## config.mk

```make
export PLATFORM = sky130hd
export DESIGN_NAME = conn_rr_arbiter_flat
export DESIGN_NICKNAME = d
export VERILOG_FILES = /design/src/rtl/conn_rr_arbiter_if.sv /design/src/rtl/conn_rr_arbiter.sv /design/src/flat_wrapper.sv
export SDC_FILE = /design/constraint.sdc
export NUM_CORES = 1
export LEC_CHECK = 0
export ABC_AREA = 1
export BUFFER_PORTS_ARGS = -buffer_cell sky130_fd_sc_hd__buf_2
export CORE_MARGIN = 8
export CORE_UTILIZATION = 44
export DETAILED_ROUTE_END_ITERATION = 10
export MAX_ROUTING_LAYER = met4
export PLACE_DENSITY = 0.82
export SYNTH_ARGS = -nofsm -noshare
export SYNTH_HDL_FRONTEND = slang
export SYNTH_SLANG_ARGS = --single-unit
```

## constraint.sdc

```tcl
create_clock -name clk -period 1.6 [get_ports clk]
set_input_delay 0.16 -clock clk [delete_from_list [all_inputs] [get_ports clk]]
set_output_delay 0.16 -clock clk [all_outputs]
set_load 0.005 [all_outputs]
```

## src/rtl/conn_rr_arbiter_if.sv

```systemverilog
`default_nettype none
// ============================================================================
// Module   : conn_rr_arbiter_if
// Purpose  : Requester-side and output-side handshake bundle for the arbiter.
// Revision : 1.0
// ============================================================================
interface conn_rr_arbiter_if #(
  parameter int WIDTH = 1,
  parameter int NREQ  = 4
);
  localparam int SRCW = (NREQ > 1) ? $clog2(NREQ) : 1;

  logic [NREQ-1:0]       req_valid;
  logic [NREQ*WIDTH-1:0] req_data;
  logic [NREQ-1:0]       req_ready;
  logic                  out_valid;
  logic [WIDTH-1:0]      out_data;
  logic [SRCW-1:0]       out_src;
  logic                  out_ready;

  modport master (
    output req_valid, req_data, out_ready,
    input  req_ready, out_valid, out_data, out_src
  );

  modport slave (
    input  req_valid, req_data, out_ready,
    output req_ready, out_valid, out_data, out_src
  );
endinterface
`default_nettype wire

```

## src/rtl/conn_rr_arbiter.sv

```systemverilog
`default_nettype none
// ============================================================================
// Module   : conn_rr_arbiter
// Purpose  : Round-robin arbiter feeding one registered, source-tagged channel.
// Revision : 1.0
// ============================================================================
module conn_rr_arbiter #(
  parameter int WIDTH = 1,
  parameter int NREQ  = 4
) (
  input  logic             clk,
  input  logic             rst_n,
  conn_rr_arbiter_if.slave bus
);
  localparam int SRCW = (NREQ > 1) ? $clog2(NREQ) : 1;

  typedef enum logic [0:0] {
    ST_EMPTY = 1'b0,
    ST_FULL  = 1'b1
  } state_t;

  state_t           r_state;
  logic [SRCW-1:0]  r_ptr;
  logic             r_out_valid;
  logic [WIDTH-1:0] r_out_data;
  logic [SRCW-1:0]  r_out_src;

  logic             w_can_accept;
  logic             w_any;
  logic [SRCW-1:0]  w_gidx;
  logic [SRCW:0]    w_sum;
  logic [NREQ-1:0]  w_grant;

  assign w_can_accept = (r_state == ST_EMPTY) | bus.out_ready;

  // Scan from the farthest offset down so the nearest valid requester wins.
  always_comb begin
    w_any  = 1'b0;
    w_gidx = '0;
    w_sum  = '0;
    for (int k = NREQ - 1; k >= 0; k--) begin
      w_sum = {1'b0, r_ptr} + (SRCW+1)'(k);
      if (w_sum >= (SRCW+1)'(NREQ)) begin
        w_sum = w_sum - (SRCW+1)'(NREQ);
      end
      if (bus.req_valid[w_sum[SRCW-1:0]]) begin
        w_any  = 1'b1;
        w_gidx = w_sum[SRCW-1:0];
      end
    end
  end

  assign w_grant       = w_any ? (NREQ'(1) << w_gidx) : '0;
  assign bus.req_ready = w_grant & {NREQ{w_can_accept}};

  always_ff @(posedge clk or negedge rst_n) begin
    if (!rst_n) begin
      r_state     <= ST_EMPTY;
      r_ptr       <= '0;
      r_out_valid <= 1'b0;
      r_out_data  <= '0;
      r_out_src   <= '0;
    end else if (w_any && w_can_accept) begin
      r_state     <= ST_FULL;
      r_out_valid <= 1'b1;
      r_out_data  <= bus.req_data[w_gidx*WIDTH +: WIDTH];
      r_out_src   <= w_gidx;
      r_ptr       <= (w_gidx == SRCW'(NREQ - 1)) ? '0 : w_gidx + 1'b1;
    end else if ((r_state == ST_FULL) && bus.out_ready) begin
      r_state     <= ST_EMPTY;
      r_out_valid <= 1'b0;
    end
  end

  assign bus.out_valid = r_out_valid;
  assign bus.out_data  = r_out_data;
  assign bus.out_src   = r_out_src;

`ifndef SYNTHESIS
  a_out_stable: assert property (@(posedge clk) disable iff (!rst_n)
    (bus.out_valid && !bus.out_ready) |=> ($stable(bus.out_data) && $stable(bus.out_src)));

  for (genvar gi = 0; gi < NREQ; gi++) begin : g_req_chk
    a_req_hold: assert property (@(posedge clk) disable iff (!rst_n)
      (bus.req_valid[gi] && !bus.req_ready[gi]) |=>
        (bus.req_valid[gi] && $stable(bus.req_data[gi*WIDTH +: WIDTH])));
  end
`endif
endmodule
`default_nettype wire

```

## src/flat_wrapper.sv

```systemverilog
// flat-port wrapper written by rule: the top's interface ports become plain ports
module conn_rr_arbiter_flat 
#(
  parameter int WIDTH = 1,
  parameter int NREQ  = 4
)
  (clk, rst_n, bus_req_valid, bus_req_data, bus_out_ready, bus_req_ready, bus_out_valid, bus_out_data, bus_out_src);
  conn_rr_arbiter_if #(.WIDTH(WIDTH), .NREQ(NREQ)) bus_i ();
  input  logic clk;
  input  logic rst_n;
  input wire logic [$bits(bus_i.req_valid)-1:0] bus_req_valid;
  input wire logic [$bits(bus_i.req_data)-1:0] bus_req_data;
  input wire logic [$bits(bus_i.out_ready)-1:0] bus_out_ready;
  output wire logic [$bits(bus_i.req_ready)-1:0] bus_req_ready;
  output wire logic [$bits(bus_i.out_valid)-1:0] bus_out_valid;
  output wire logic [$bits(bus_i.out_data)-1:0] bus_out_data;
  output wire logic [$bits(bus_i.out_src)-1:0] bus_out_src;
  assign bus_i.req_valid = bus_req_valid;
  assign bus_i.req_data = bus_req_data;
  assign bus_i.out_ready = bus_out_ready;
  assign bus_req_ready = bus_i.req_ready;
  assign bus_out_valid = bus_i.out_valid;
  assign bus_out_data = bus_i.out_data;
  assign bus_out_src = bus_i.out_src;
  conn_rr_arbiter #(.WIDTH(WIDTH), .NREQ(NREQ)) u_core (.clk(clk), .rst_n(rst_n), .bus(bus_i));
endmodule
```

==> results of run 1 <==
-- layout by cell type (no fill, tap or decap), types with 2 or more instances in the layout --
master	synthesis	routed
sky130_fd_sc_hd__buf_2	0	18
sky130_fd_sc_hd__nand2_1	24	17
sky130_fd_sc_hd__inv_1	18	16
sky130_fd_sc_hd__buf_4	0	16
sky130_fd_sc_hd__nand2_2	8	12
sky130_fd_sc_hd__nand3_2	2	5
sky130_fd_sc_hd__nor2_1	6	5
sky130_fd_sc_hd__dfrtp_1	6	5
sky130_fd_sc_hd__nand3_1	9	4
sky130_fd_sc_hd__nand2_4	0	3
sky130_fd_sc_hd__o21ai_1	5	3
sky130_fd_sc_hd__ha_1	4	3
sky130_fd_sc_hd__clkbuf_4	0	3
sky130_fd_sc_hd__inv_2	1	2
sky130_fd_sc_hd__nand3_4	0	2
sky130_fd_sc_hd__o21ai_4	1	2
sky130_fd_sc_hd__inv_4	1	2
sky130_fd_sc_hd__nor2_2	2	2
sky130_fd_sc_hd__nor2_4	1	2
sky130_fd_sc_hd__buf_6	1	2
-- Yosys cell counts --
cell,instances,area share (%)
sky130_fd_sc_hd__nand2_1,24,15
sky130_fd_sc_hd__inv_1,18,11
sky130_fd_sc_hd__nand3_1,9,7.3
sky130_fd_sc_hd__nand2_2,8,8.1
sky130_fd_sc_hd__dfrtp_1,6,24
sky130_fd_sc_hd__nor2_1,6,3.7
sky130_fd_sc_hd__o21ai_1,5,4.1
sky130_fd_sc_hd__ha_1,4,8.1
sky130_fd_sc_hd__nand3_2,2,3.3
sky130_fd_sc_hd__nor2_2,2,2.0
sky130_fd_sc_hd__a21oi_1,1,0.81
sky130_fd_sc_hd__buf_6,1,1.8
sky130_fd_sc_hd__clkinv_1,1,0.61
sky130_fd_sc_hd__inv_2,1,0.61
sky130_fd_sc_hd__inv_4,1,1.0
sky130_fd_sc_hd__nand4_2,1,2.0
sky130_fd_sc_hd__nor2_4,1,1.8
sky130_fd_sc_hd__o21a_1,1,1.2
sky130_fd_sc_hd__o21ai_0,1,0.81
sky130_fd_sc_hd__o21ai_4,1,2.6
-- final timing paths --
check                                   endpoint  slack (ps)
min in group asynchronous  u_core.bus.out_src[1]         260
max in group asynchronous        u_core.r_ptr[0]        1170
max                             bus_req_ready[2]        -440
max reg2reg                u_core.bus.out_src[0]        -160
min reg2reg                u_core.bus.out_src[0]         480
min                         u_core.bus.out_valid         230
-- logic make-up (layout without fill, tap and decap cells) --
| logic type | after synthesis | after routing | share of synthesized area (%) |
|---|---|---|---|
| AND/OR/NAND/NOR | 53 | 53 | 42.89 |
| AO/OA/AOI/OAI | 9 | 9 | 9.552 |
| adder cells (fa/ha/maj) | 4 | 4 | 8.130 |
| buffers and inverters | 22 | 61 | 15.04 |
| flip-flops | 6 | 6 | 24.39 |
-- registers in the layout (all words and copies together), names as in the netlist --
name	cells
u_core.bus.out_data	1
u_core.r_ptr	2
u_core.bus.out_valid	1
u_core.bus.out_src	2
-- tightest hold or removal path, cell delays in order --
cell and delay (ps):
sky130_fd_sc_hd__buf_2 70, sky130_fd_sc_hd__nor2_1 40, sky130_fd_sc_hd__inv_1 110, sky130_fd_sc_hd__nand2_1 70
-- layout make-up --
class | instances | area, µm²
multi-input cells | 66 | 470.5
fillers | 106 | 306.5
repair buffers | 37 | 242.7
flip-flops and latches | 6 | 151.4
inverters | 21 | 88.84
clock buffers | 3 | 22.52
well taps | 15 | 18.77
-- repair_timing --
item | 4_1_cts | 5_1_grt
hold buffers | 1 | 0
buffers inserted | 3 | 1
pin swaps | 7 | 2
setup endpoints to repair | 10 | 10
resized for setup | 29 | 1
endpoints found under the hold margin | 6 | 0
-- through the flow --
stage / total power [mW] / worst slack, ps / hold WS [ps] / TNS (ps)
6_report: 2.614 / -438.5 / 231.8 / -2397
5_1_grt: 2.897 / -565.1 / 240.9 / -3489
4_1_cts: 2.573 / -408.5 / 222.2 / -2237
3_5_place_dp: 2.053 / -235.1 / -7.772 / -1162
3_3_place_gp: 2.002 / -205.3 / -10.05 / -750.8
2_1_floorplan: 1.392 / 0.8104 / -135.6 / 0
-- layer usage --
| layer | routed length [µm] | vias to the layer above | track usage, % | share of wire [%] |
|---|---|---|---|---|
| li1 | - | 365 | - | - |
| met1 | 667 | 310 | 13.41 | 39 |
| met2 | 948 | 15 | 24.61 | 55 |
| met3 | 85 | 2 | 2.521 | 5.0 |
| met4 | 12 | 0 | 5.042 | 0.70 |
| met5 | 0 | - | - | 0 |
-- report_power, final --
part / total, mW / internal (mW) / switching (mW) / leakage [nW]
clock: 0.141 / 0.0849 / 0.0558 / 0.0138
sequential: 0.305 / 0.242 / 0.0630 / 0.0691
combinational: 2.17 / 1.01 / 1.16 / 0.481
==> tab_implementation.tex, run 1 <==
\begin{tabular}{lr}
\hline
Metric & Value \\
\hline
\multicolumn{2}{l}{\textbf{Outcome}} \\
\quad Result of the run & finished, violations left \\
\quad Violations in the final reports & setup timing \\
\multicolumn{2}{l}{\textbf{Setup path}} \\
\quad Startpoint of the worst register-to-register path & u\_core.r\_ptr[0] \\
\quad CP dominant cell by count & sky130\_fd\_sc\_hd\_\_nand2\_2 \\
\quad Crit start category & flip-flop \\
\quad Kind of critical path & reg2out \\
\quad Maximum cell stage delay along the critical path & 440 ps \\
\quad Data arrival time of the critical path & 1880 ps \\
\quad Largest fanout on the critical path & 6 \\
\quad CP endpoint kind & output pin \\
\quad Critical Path, Cell by Cell & buf\_6, o21ai\_4, nand2\_2, nand3\_2, nand2\_2, nand2\_2, nand2\_4, inv\_4, ha\_2, inv\_1, nor2\_1, buf\_2 \\
\quad Worst path buffer plus inverter count & 4 \\
\quad Origin of the worst setup path & u\_core.r\_ptr[0] \\
\quad Cell family with the largest share of critical-path delay & simple AND/OR/NAND/NOR gates \\
\quad Worst path slowest cell & sky130\_fd\_sc\_hd\_\_dfrtp\_2 \\
\quad Data required time at the worst endpoint & 1440 ps \\
\quad R2R cell count & 10 \\
\quad Number of cells on the critical path & 12 \\
\multicolumn{2}{l}{\textbf{Routing}} \\
\quad DR DRC count & 0 \\
\quad Routed len/inst & 11.59 µm \\
\quad Vias per Instance & 4.676 \\
\quad Via count of the routed design & 692 \\
\quad Wire length after detailed routing & 1715 µm \\
\quad Remaining number of nets flagged by the antenna check after routing & 0 \\
\quad Detailed-router iteration count before antenna repair & 4 \\
\quad DRT iter0 DRCs & 9 \\
\multicolumn{2}{l}{\textbf{Job}} \\
\quad Total of max-cap violations & 0 \\
\multicolumn{2}{l}{\textbf{Final layout}} \\
\quad Utilization of the core after routing & 76.44\% \\
\quad Finished layout cell area & 994.7 µm² \\
\quad Ant. Diodes & 0 \\
\quad Layout area overhead & 61.59\% \\
\quad Filler-free cell count of the finished design & 148 \\
\quad Share of layout cells above drive strength 1 & 57.14\% \\
\quad Final nets & 150 \\
\multicolumn{2}{l}{\textbf{Logic synthesis}} \\
\quad Syn\_nets & 109 \\
\quad Register bit total from synthesis & 6 \\
\quad Average size of a mapped cell & 6.549 µm² \\
\quad Cells after Synth & 94 \\
\quad Area of the mapped netlist & 615.6 µm² \\
\quad Number of warnings issued by yosys & 0 \\
\quad Netlist cell types & 20 \\
\quad Proportion of synthesized chip area in sequential cells & 24.39\% \\
\multicolumn{2}{l}{\textbf{Place}} \\
\quad Placed wire-length estimate after detailed placement & 1256 µm \\
\quad Number of instances in the placed design & 140 \\
\quad Port-buffer cells & 18 \\
\quad Cell Area, Placed & 822.0 µm² \\
\quad Final weighted congestion in routability-driven placement & 0.9685 \\
\multicolumn{2}{l}{\textbf{STA}} \\
\quad Transition at the pin with the smallest max-transition slack & 213.0 ps \\
\quad Fin Clk Skew & 9.647 ps \\
\quad Highest achievable clock rate & 490.5 MHz \\
\quad Pins Over Slew Limit & 0 \\
\quad Final Hold Viols & 0 \\
\quad Minimum period implied by the final worst setup slack & 2039 ps \\
\quad Max-slew headroom at the worst pin & 85.71\% \\
\quad Setup-failing EPs final & 10 \\
\quad Setup repair after global routing missed its margin & yes \\
\quad Share of the clock period used by the worst path after layout & 127.4\% \\
\quad Final setup margin & -438.5 ps \\
\multicolumn{2}{l}{\textbf{GRT}} \\
\quad Via count of the first global-routing pass & 688 \\
\quad Maximum number of pins on one net before global-route repair & 7 \\
\quad Initial antenna violation count & 0 \\
\quad Wire length of the first global-routing pass & 2829 µm \\
\quad Total GRT Usage & 13.33\% \\
\quad Leftover overflow at the end of global routing & 0 \\
\multicolumn{2}{l}{\textbf{CTS}} \\
\quad Level count of the clock H-tree & 1 \\
\quad CTS tree & yes \\
\quad Clock transition at path regs & 50 ps \\
\quad CTS Root Buffer Type & sky130\_fd\_sc\_hd\_\_clkbuf\_4 \\
\quad Maximum clock insertion buffer count & 2 \\
\quad TritonCTS sink count & 6 \\
\quad Clock buffer count from CTS & 3 \\
\quad Clock latency at the later pin of the worst-skew pair & 250 ps \\
\multicolumn{2}{l}{\textbf{Die}} \\
\quad Die extent in x & 53.41 µm \\
\quad Ports placed on the boundary & 19 \\
\quad Full die area & 0.002852 mm² \\
\quad Core region area & 0.001301 mm² \\
\quad \# rows & 13 \\
\quad Chip height & 53.41 µm \\
\quad Effective utilization at floorplan & 47.31\% \\
\multicolumn{2}{l}{\textbf{Worst hold path}} \\
\quad Min-delay worst type & in2reg \\
\quad Min-Delay Startpoint & bus\_out\_ready \\
\quad Number of stages on the worst hold path & 4 \\
\multicolumn{2}{l}{\textbf{Pwr}} \\
\quad Power density over the cells & 2628 mW/mm² \\
\quad Peak VDD IR & 1.313 mV \\
\quad Leakage & 0.5644 nW \\
\hline
\end{tabular}
No activity file was read; power rests on OpenSTA's default activity.
==> inputs of run 2 (changes only) <==
--- a/config.mk
+++ b/config.mk
@@ -5,13 +5,13 @@
 export SDC_FILE = /design/constraint.sdc
 export NUM_CORES = 1
 export LEC_CHECK = 0
-export ABC_AREA = 1
+export ABC_AREA = 0
 export BUFFER_PORTS_ARGS = -buffer_cell sky130_fd_sc_hd__buf_2
-export CORE_MARGIN = 8
-export CORE_UTILIZATION = 44
+export CORE_AREA = 8 8 45 47
 export DETAILED_ROUTE_END_ITERATION = 10
+export DIE_AREA = 0 0 53 55
 export MAX_ROUTING_LAYER = met4
-export PLACE_DENSITY = 0.82
+export PLACE_DENSITY = 0.71
 export SYNTH_ARGS = -nofsm -noshare
 export SYNTH_HDL_FRONTEND = slang
 export SYNTH_SLANG_ARGS = --single-unit
==> run 2 against run 1 <==
The run still ends with setup timing left; fmax grew 8.5%; first-iteration DRC count decreased by 44%; flip-flop and latch count stayed put; worst setup slack improved by 160 ps; non-clock buffer count fell by 13; routed wire length shrank 41%; total power is 70% lower; critical endpoint unchanged; clock-buffer cell count unchanged; core utilization shrank 28 points; register-to-register slack lost 80 ps.
==> tab_implementation.tex, run 2 <==
\begin{tabular}{lr}
\hline
Metric & Value \\
\hline
\multicolumn{2}{l}{\textbf{GRT}} \\
\quad Leftover overflow at the end of global routing & 0 (unchanged) \\
\quad Met1 Use GR & 7.231\% (was 13.41\%) \\
\quad Initial antenna violation count & 0 (unchanged) \\
\quad Via count of the first global-routing pass & 412 (was 688) \\
\quad Maximum number of pins on one net before global-route repair & 13 (was 7) \\
\quad Busiest layer in global routing & met2 (unchanged) \\
\quad Wire length of the first global-routing pass & 1711 µm (was 2829 µm) \\
\quad Global routing met2 resource utilization & 14.45\% (was 24.61\%) \\
\quad Total GRT Usage & 8.088\% (was 13.33\%) \\
\quad Met3 Usage GRT & 2.674\% (was 2.521\%) \\
\multicolumn{2}{l}{\textbf{Setup path}} \\
\quad Data arrival time of the critical path & 1720 ps (was 1880 ps) \\
\quad CP endpoint kind & output pin (unchanged) \\
\quad Crit start category & flip-flop (unchanged) \\
\quad Origin of the worst setup path & u\_core.r\_ptr[1] (was u\_core.r\_ptr[0]) \\
\quad R2R cell count & 7 (was 10) \\
\quad Critical Path, Cell by Cell & mux2\_4, o221a\_4, inv\_4, ha\_4, and2\_4, buf\_6 (was buf\_6, o21ai\_4, nand2\_2, nand3\_2, nand2\_2, nand2\_2, nand2\_4, inv\_4, ha\_2, inv\_1, nor2\_1, buf\_2) \\
\quad Critical R2R Capture & u\_core.bus.out\_data (was u\_core.bus.out\_src[0]) \\
\quad Startpoint of the worst register-to-register path & u\_core.r\_ptr[1] (was u\_core.r\_ptr[0]) \\
\quad Worst path slowest cell & sky130\_fd\_sc\_hd\_\_dfrtp\_2 (unchanged) \\
\quad Data required time at the worst endpoint & 1440 ps (about the same) \\
\quad Maximum cell stage delay along the critical path & 430 ps (was 440 ps) \\
\quad Largest fanout on the critical path & 6 (unchanged) \\
\quad Minimum setup slack among reg-to-reg paths & -240 ps (was -160 ps) \\
\quad Crit path to & bus\_req\_ready[2] (unchanged) \\
\quad Kind of critical path & reg2out (unchanged) \\
\multicolumn{2}{l}{\textbf{Logic synthesis}} \\
\quad Most common cell in the netlist & sky130\_fd\_sc\_hd\_\_inv\_1 (was sky130\_fd\_sc\_hd\_\_nand2\_1) \\
\quad Area of the mapped netlist & 445.4 µm² (was 615.6 µm²) \\
\quad Netlist cell types & 23 (was 20) \\
\quad Register bit total from synthesis & 6 (unchanged) \\
\quad Share of the synthesized area in the top cell type & 33.71\% (was 24.39\%) \\
\quad Syn\_nets & 60 (was 109) \\
\quad Cell accounting for the most synthesized area & sky130\_fd\_sc\_hd\_\_dfrtp\_1 (unchanged) \\
\quad Multiplexer area fraction after synthesis & 10.67\% (was 0\%) \\
\quad Main combinational cell family by area after synthesis & compound AO/OA/AOI/OAI gates (was simple AND/OR/NAND/NOR gates) \\
\quad Number of warnings issued by yosys & 0 (unchanged) \\
\quad List of most frequent post-synthesis cells & 8 x sky130\_fd\_sc\_hd\_\_inv\_1, 6 x sky130\_fd\_sc\_hd\_\_dfrtp\_1, 4 x sky130\_fd\_sc\_hd\_\_and2\_1, 4 x sky130\_fd\_sc\_hd\_\_ha\_1, 3 x sky130\_fd\_sc\_hd\_\_a21oi\_1 (was 24 x sky130\_fd\_sc\_hd\_\_nand2\_1, 18 x sky130\_fd\_sc\_hd\_\_inv\_1, 9 x sky130\_fd\_sc\_hd\_\_nand3\_1) \\
\quad Complex-gate fraction of the synthesized area & 22.19\% (was 9.553\%) \\
\quad Average size of a mapped cell & 9.898 µm² (was 6.549 µm²) \\
\quad Post-synth EDFFs & 0 (unchanged) \\
\quad Prevailing post-synth register cell & sky130\_fd\_sc\_hd\_\_dfrtp\_1 (unchanged) \\
\quad Top area cells in the synthesized netlist & sky130\_fd\_sc\_hd\_\_dfrtp\_1 34\%, sky130\_fd\_sc\_hd\_\_ha\_1 11\%, sky130\_fd\_sc\_hd\_\_inv\_1 6.7\% (was sky130\_fd\_sc\_hd\_\_dfrtp\_1 24\%, sky130\_fd\_sc\_hd\_\_nand2\_1 15\%, sky130\_fd\_sc\_hd\_\_inv\_1 11\%) \\
\quad Parity-gate share of the synthesized area counting xor and xnor cells & 0\% (unchanged) \\
\quad Proportion of synthesized chip area in sequential cells & 33.71\% (was 24.39\%) \\
\quad Simple logic cell fraction of the synthesized area & 12.92\% (was 42.89\%) \\
\quad Cells after Synth & 45 (was 94) \\
\quad Adder and majority cell fraction of the synthesized area & 11.24\% (was 8.130\%) \\
\quad Proportion of synthesized flip-flops having asynchronous set or reset & 100.0\% (unchanged) \\
\multicolumn{2}{l}{\textbf{STA}} \\
\quad Final setup margin & -279.0 ps (was -438.5 ps) \\
\quad Share of the clock period used by the worst path after layout & 117.4\% (was 127.4\%) \\
\quad Pins Over Slew Limit & 0 (unchanged) \\
\quad Transition at the pin with the smallest max-transition slack & 553.3 ps (was 213.0 ps) \\
\quad Minimum period implied by the final worst setup slack & 1879 ps (was 2039 ps) \\
\quad Setup-failing EPs final & 6 (was 10) \\
\quad Highest achievable clock rate & 532.2 MHz (was 490.5 MHz) \\
\quad Fin Clk Skew & 5.996 ps (was 9.647 ps) \\
\quad Final Hold Viols & 0 (unchanged) \\
\quad Max-slew headroom at the worst pin & 63.12\% (was 85.71\%) \\
\quad Setup repair after global routing missed its margin & yes (unchanged) \\
\multicolumn{2}{l}{\textbf{Final layout}} \\
\quad Leading cell type in the layout, fill and taps excluded & sky130\_fd\_sc\_hd\_\_buf\_2 (unchanged) \\
\quad Highest-count cells in the layout ignoring fill and taps & 16 x sky130\_fd\_sc\_hd\_\_buf\_2, 7 x sky130\_fd\_sc\_hd\_\_inv\_1, 5 x sky130\_fd\_sc\_hd\_\_buf\_4, 5 x sky130\_fd\_sc\_hd\_\_dfrtp\_1, 3 x sky130\_fd\_sc\_hd\_\_clkbuf\_4 (was 18 x sky130\_fd\_sc\_hd\_\_buf\_2, 17 x sky130\_fd\_sc\_hd\_\_nand2\_1, 16 x sky130\_fd\_sc\_hd\_\_inv\_1, 16 x sky130\_fd\_sc\_hd\_\_buf\_4, 12 x sky130\_fd\_sc\_hd\_\_nand2\_2) \\
\quad Final nets & 88 (was 150) \\
\quad Layout area overhead & 51.97\% (was 61.59\%) \\
\quad Number of inserted filler cells in the final layout & 139 (was 106) \\
\quad Share of layout cells above drive strength 1 & 61.97\% (was 57.14\%) \\
\quad Area of all sequential standard cells & 151.4 µm² (unchanged) \\
\quad Area occupied by multi-input gates & 296.5 µm² (was 470.5 µm²) \\
\quad Ant. Diodes & 0 (unchanged) \\
\multicolumn{2}{l}{\textbf{Die}} \\
\quad Core region area & 0.001384 mm² (was 0.001301 mm²) \\
\quad \# rows & 14 (was 13) \\
\quad Chip height & 55 µm (was 53.41 µm) \\
\quad Ports placed on the boundary & 19 (unchanged) \\
\quad Die extent in x & 53 µm (was 53.41 µm) \\
\quad Effective utilization at floorplan & 32.19\% (was 47.31\%) \\
\quad Full die area & 0.002915 mm² (was 0.002852 mm²) \\
\multicolumn{2}{l}{\textbf{CTS}} \\
\quad Level count of the clock H-tree & 1 (unchanged) \\
\quad CTS Root Buffer Type & sky130\_fd\_sc\_hd\_\_clkbuf\_4 (unchanged) \\
\quad Clock latency at the later pin of the worst-skew pair & 240 ps (was 250 ps) \\
\quad TritonCTS sink count & 6 (unchanged) \\
\quad Clock buffer count from CTS & 3 (unchanged) \\
\quad Maximum clock insertion buffer count & 2 (unchanged) \\
\quad CTS tree & yes (unchanged) \\
\quad Clock transition at path regs & 50 ps (about the same) \\
\multicolumn{2}{l}{\textbf{Outcome}} \\
\quad Result of the run & finished, violations left (unchanged) \\
\quad Violations in the final reports & setup timing (unchanged) \\
\multicolumn{2}{l}{\textbf{Pwr}} \\
\quad Leakage & 0.3450 nW (was 0.5644 nW) \\
\quad Overall power consumption & 0.7854 mW (was 2.614 mW) \\
\quad Power density over the cells & 1160 mW/mm² (was 2628 mW/mm²) \\
\quad Peak VDD IR & 0.4629 mV (was 1.313 mV) \\
\multicolumn{2}{l}{\textbf{Routing}} \\
\quad Remaining number of nets flagged by the antenna check after routing & 0 (unchanged) \\
\quad DRT iter0 DRCs & 5 (was 9) \\
\quad Vias per Instance & 4.575 (was 4.676) \\
\quad DR DRC count & 0 (unchanged) \\
\quad Routed len/inst & 11.72 µm (was 11.59 µm) \\
\quad Via count of the routed design & 398 (was 692) \\
\quad Detailed-router iteration count before antenna repair & 3 (was 4) \\
\quad Wire length after detailed routing & 1020 µm (was 1715 µm) \\
\multicolumn{2}{l}{\textbf{Place}} \\
\quad Final weighted congestion in routability-driven placement & 0.6836 (was 0.9685) \\
\quad Placed wire-length estimate after detailed placement & 837.6 µm (was 1256 µm) \\
\quad Port-buffer cells & 18 (unchanged) \\
\quad Placement-stage worst setup slack & -122.5 ps (was -235.1 ps) \\
\multicolumn{2}{l}{\textbf{Worst hold path}} \\
\quad Min-delay worst type & in2reg (unchanged) \\
\multicolumn{2}{l}{\textbf{Job}} \\
\quad Total of max-cap violations & 0 (unchanged) \\
\hline
\end{tabular}
[run 2: changes by cell type in the layout (fill, tap and decap cells not counted), sizes merged, moves of 4 or more]
cell	previous run	this run
o21ai	7	3
and2	0	4
buf	36	23
nand3	11	1
nand2	32	2
inv	20	9
nor2	9	0
[run 2: metal layers]
| layer | vias to the layer above | routed length, µm | share of wire, % |
|---|---|---|---|
| li1 | 206 | - | - |
| met1 | 181 | 402 | 39 |
| met5 | - | 0 | 0 |
| met2 | 9 | 545 | 53 |
| met4 | 0 | 17 | 1.7 |
| met3 | 2 | 55 | 5.4 |
[run 2: worst max-delay path, delay by kind of cell, from the launching register on]
kind,cells,cell delay (ps)
mux,1,310
fa+ha+maj,1,120
simple gates,1,120
buf+inv,2,180
compound gates,1,310
flops,1,430
[run 2: what timing repair did]
action                                  CTS  global route
hold endpoints to repair                  6             0
gates resized for setup                   7             7
pin swaps                                 1             2
setup buffers                             2             0
hold buffers                              1             0
endpoints found under the setup margin    6             6
[run 2: metrics by stage]
| stage | instance area, µm² | instances | util (%) | TNS (ps) | hold slack, ps |
|---|---|---|---|---|---|
| 3_3_place_gp | 576.8 | 81 | 41.68 | -156.0 | -6.388 |
| 2_1_floorplan | 449.2 | 45 | - | -63.74 | -135.6 |
| 5_1_grt | 676.9 | 87 | 48.92 | -1774 | 137.9 |
| 3_5_place_dp | 576.8 | 81 | 41.68 | -296.7 | -9.886 |
| 4_1_cts | 645.6 | 87 | 46.65 | -1378 | 122.3 |
| 6_report | 676.9 | 87 | 48.92 | -1451 | 136.9 |
[run 2: worst min path at each step]
stage                  startpoint              endpoint  slack [ps]  cells past startpoint
floorplan                   rst_n   u_core.bus.out_data        -140                      0
global placement            rst_n  u_core.bus.out_valid          -6                      1
detailed placement          rst_n  u_core.bus.out_valid         -10                      1
CTS                 bus_out_ready  u_core.bus.out_valid         120                      2
global route        bus_out_ready  u_core.bus.out_valid         140                      2
finish              bus_out_ready  u_core.bus.out_valid         140                      2
[run 2: final cells by class]
| type | instances | area share [%] |
|---|---|---|
| clock buffer | 3 | 3.327 |
| inverter | 9 | 5.360 |
| multi-input combinational | 29 | 43.81 |
| sequential | 6 | 22.37 |
| tap | 16 | 2.957 |
| timing repair buffer | 24 | 22.18 |
[run 2: report_power, final]
part	total (mW)	switching, mW	internal (mW)
clock network	0.135	0.0505	0.0846
registers	0.238	0.0393	0.199
logic	0.412	0.175	0.237
[run 2: logic make-up after synthesis]
| kind of cell | after synthesis |
|---|---|
| buffers and inverters | 10 |
| adders and majority gates | 4 |
| and+or+nand+nor | 9 |
| muxes | 4 |
| AOI/OAI and AO/OA | 12 |
| DFF | 6 |
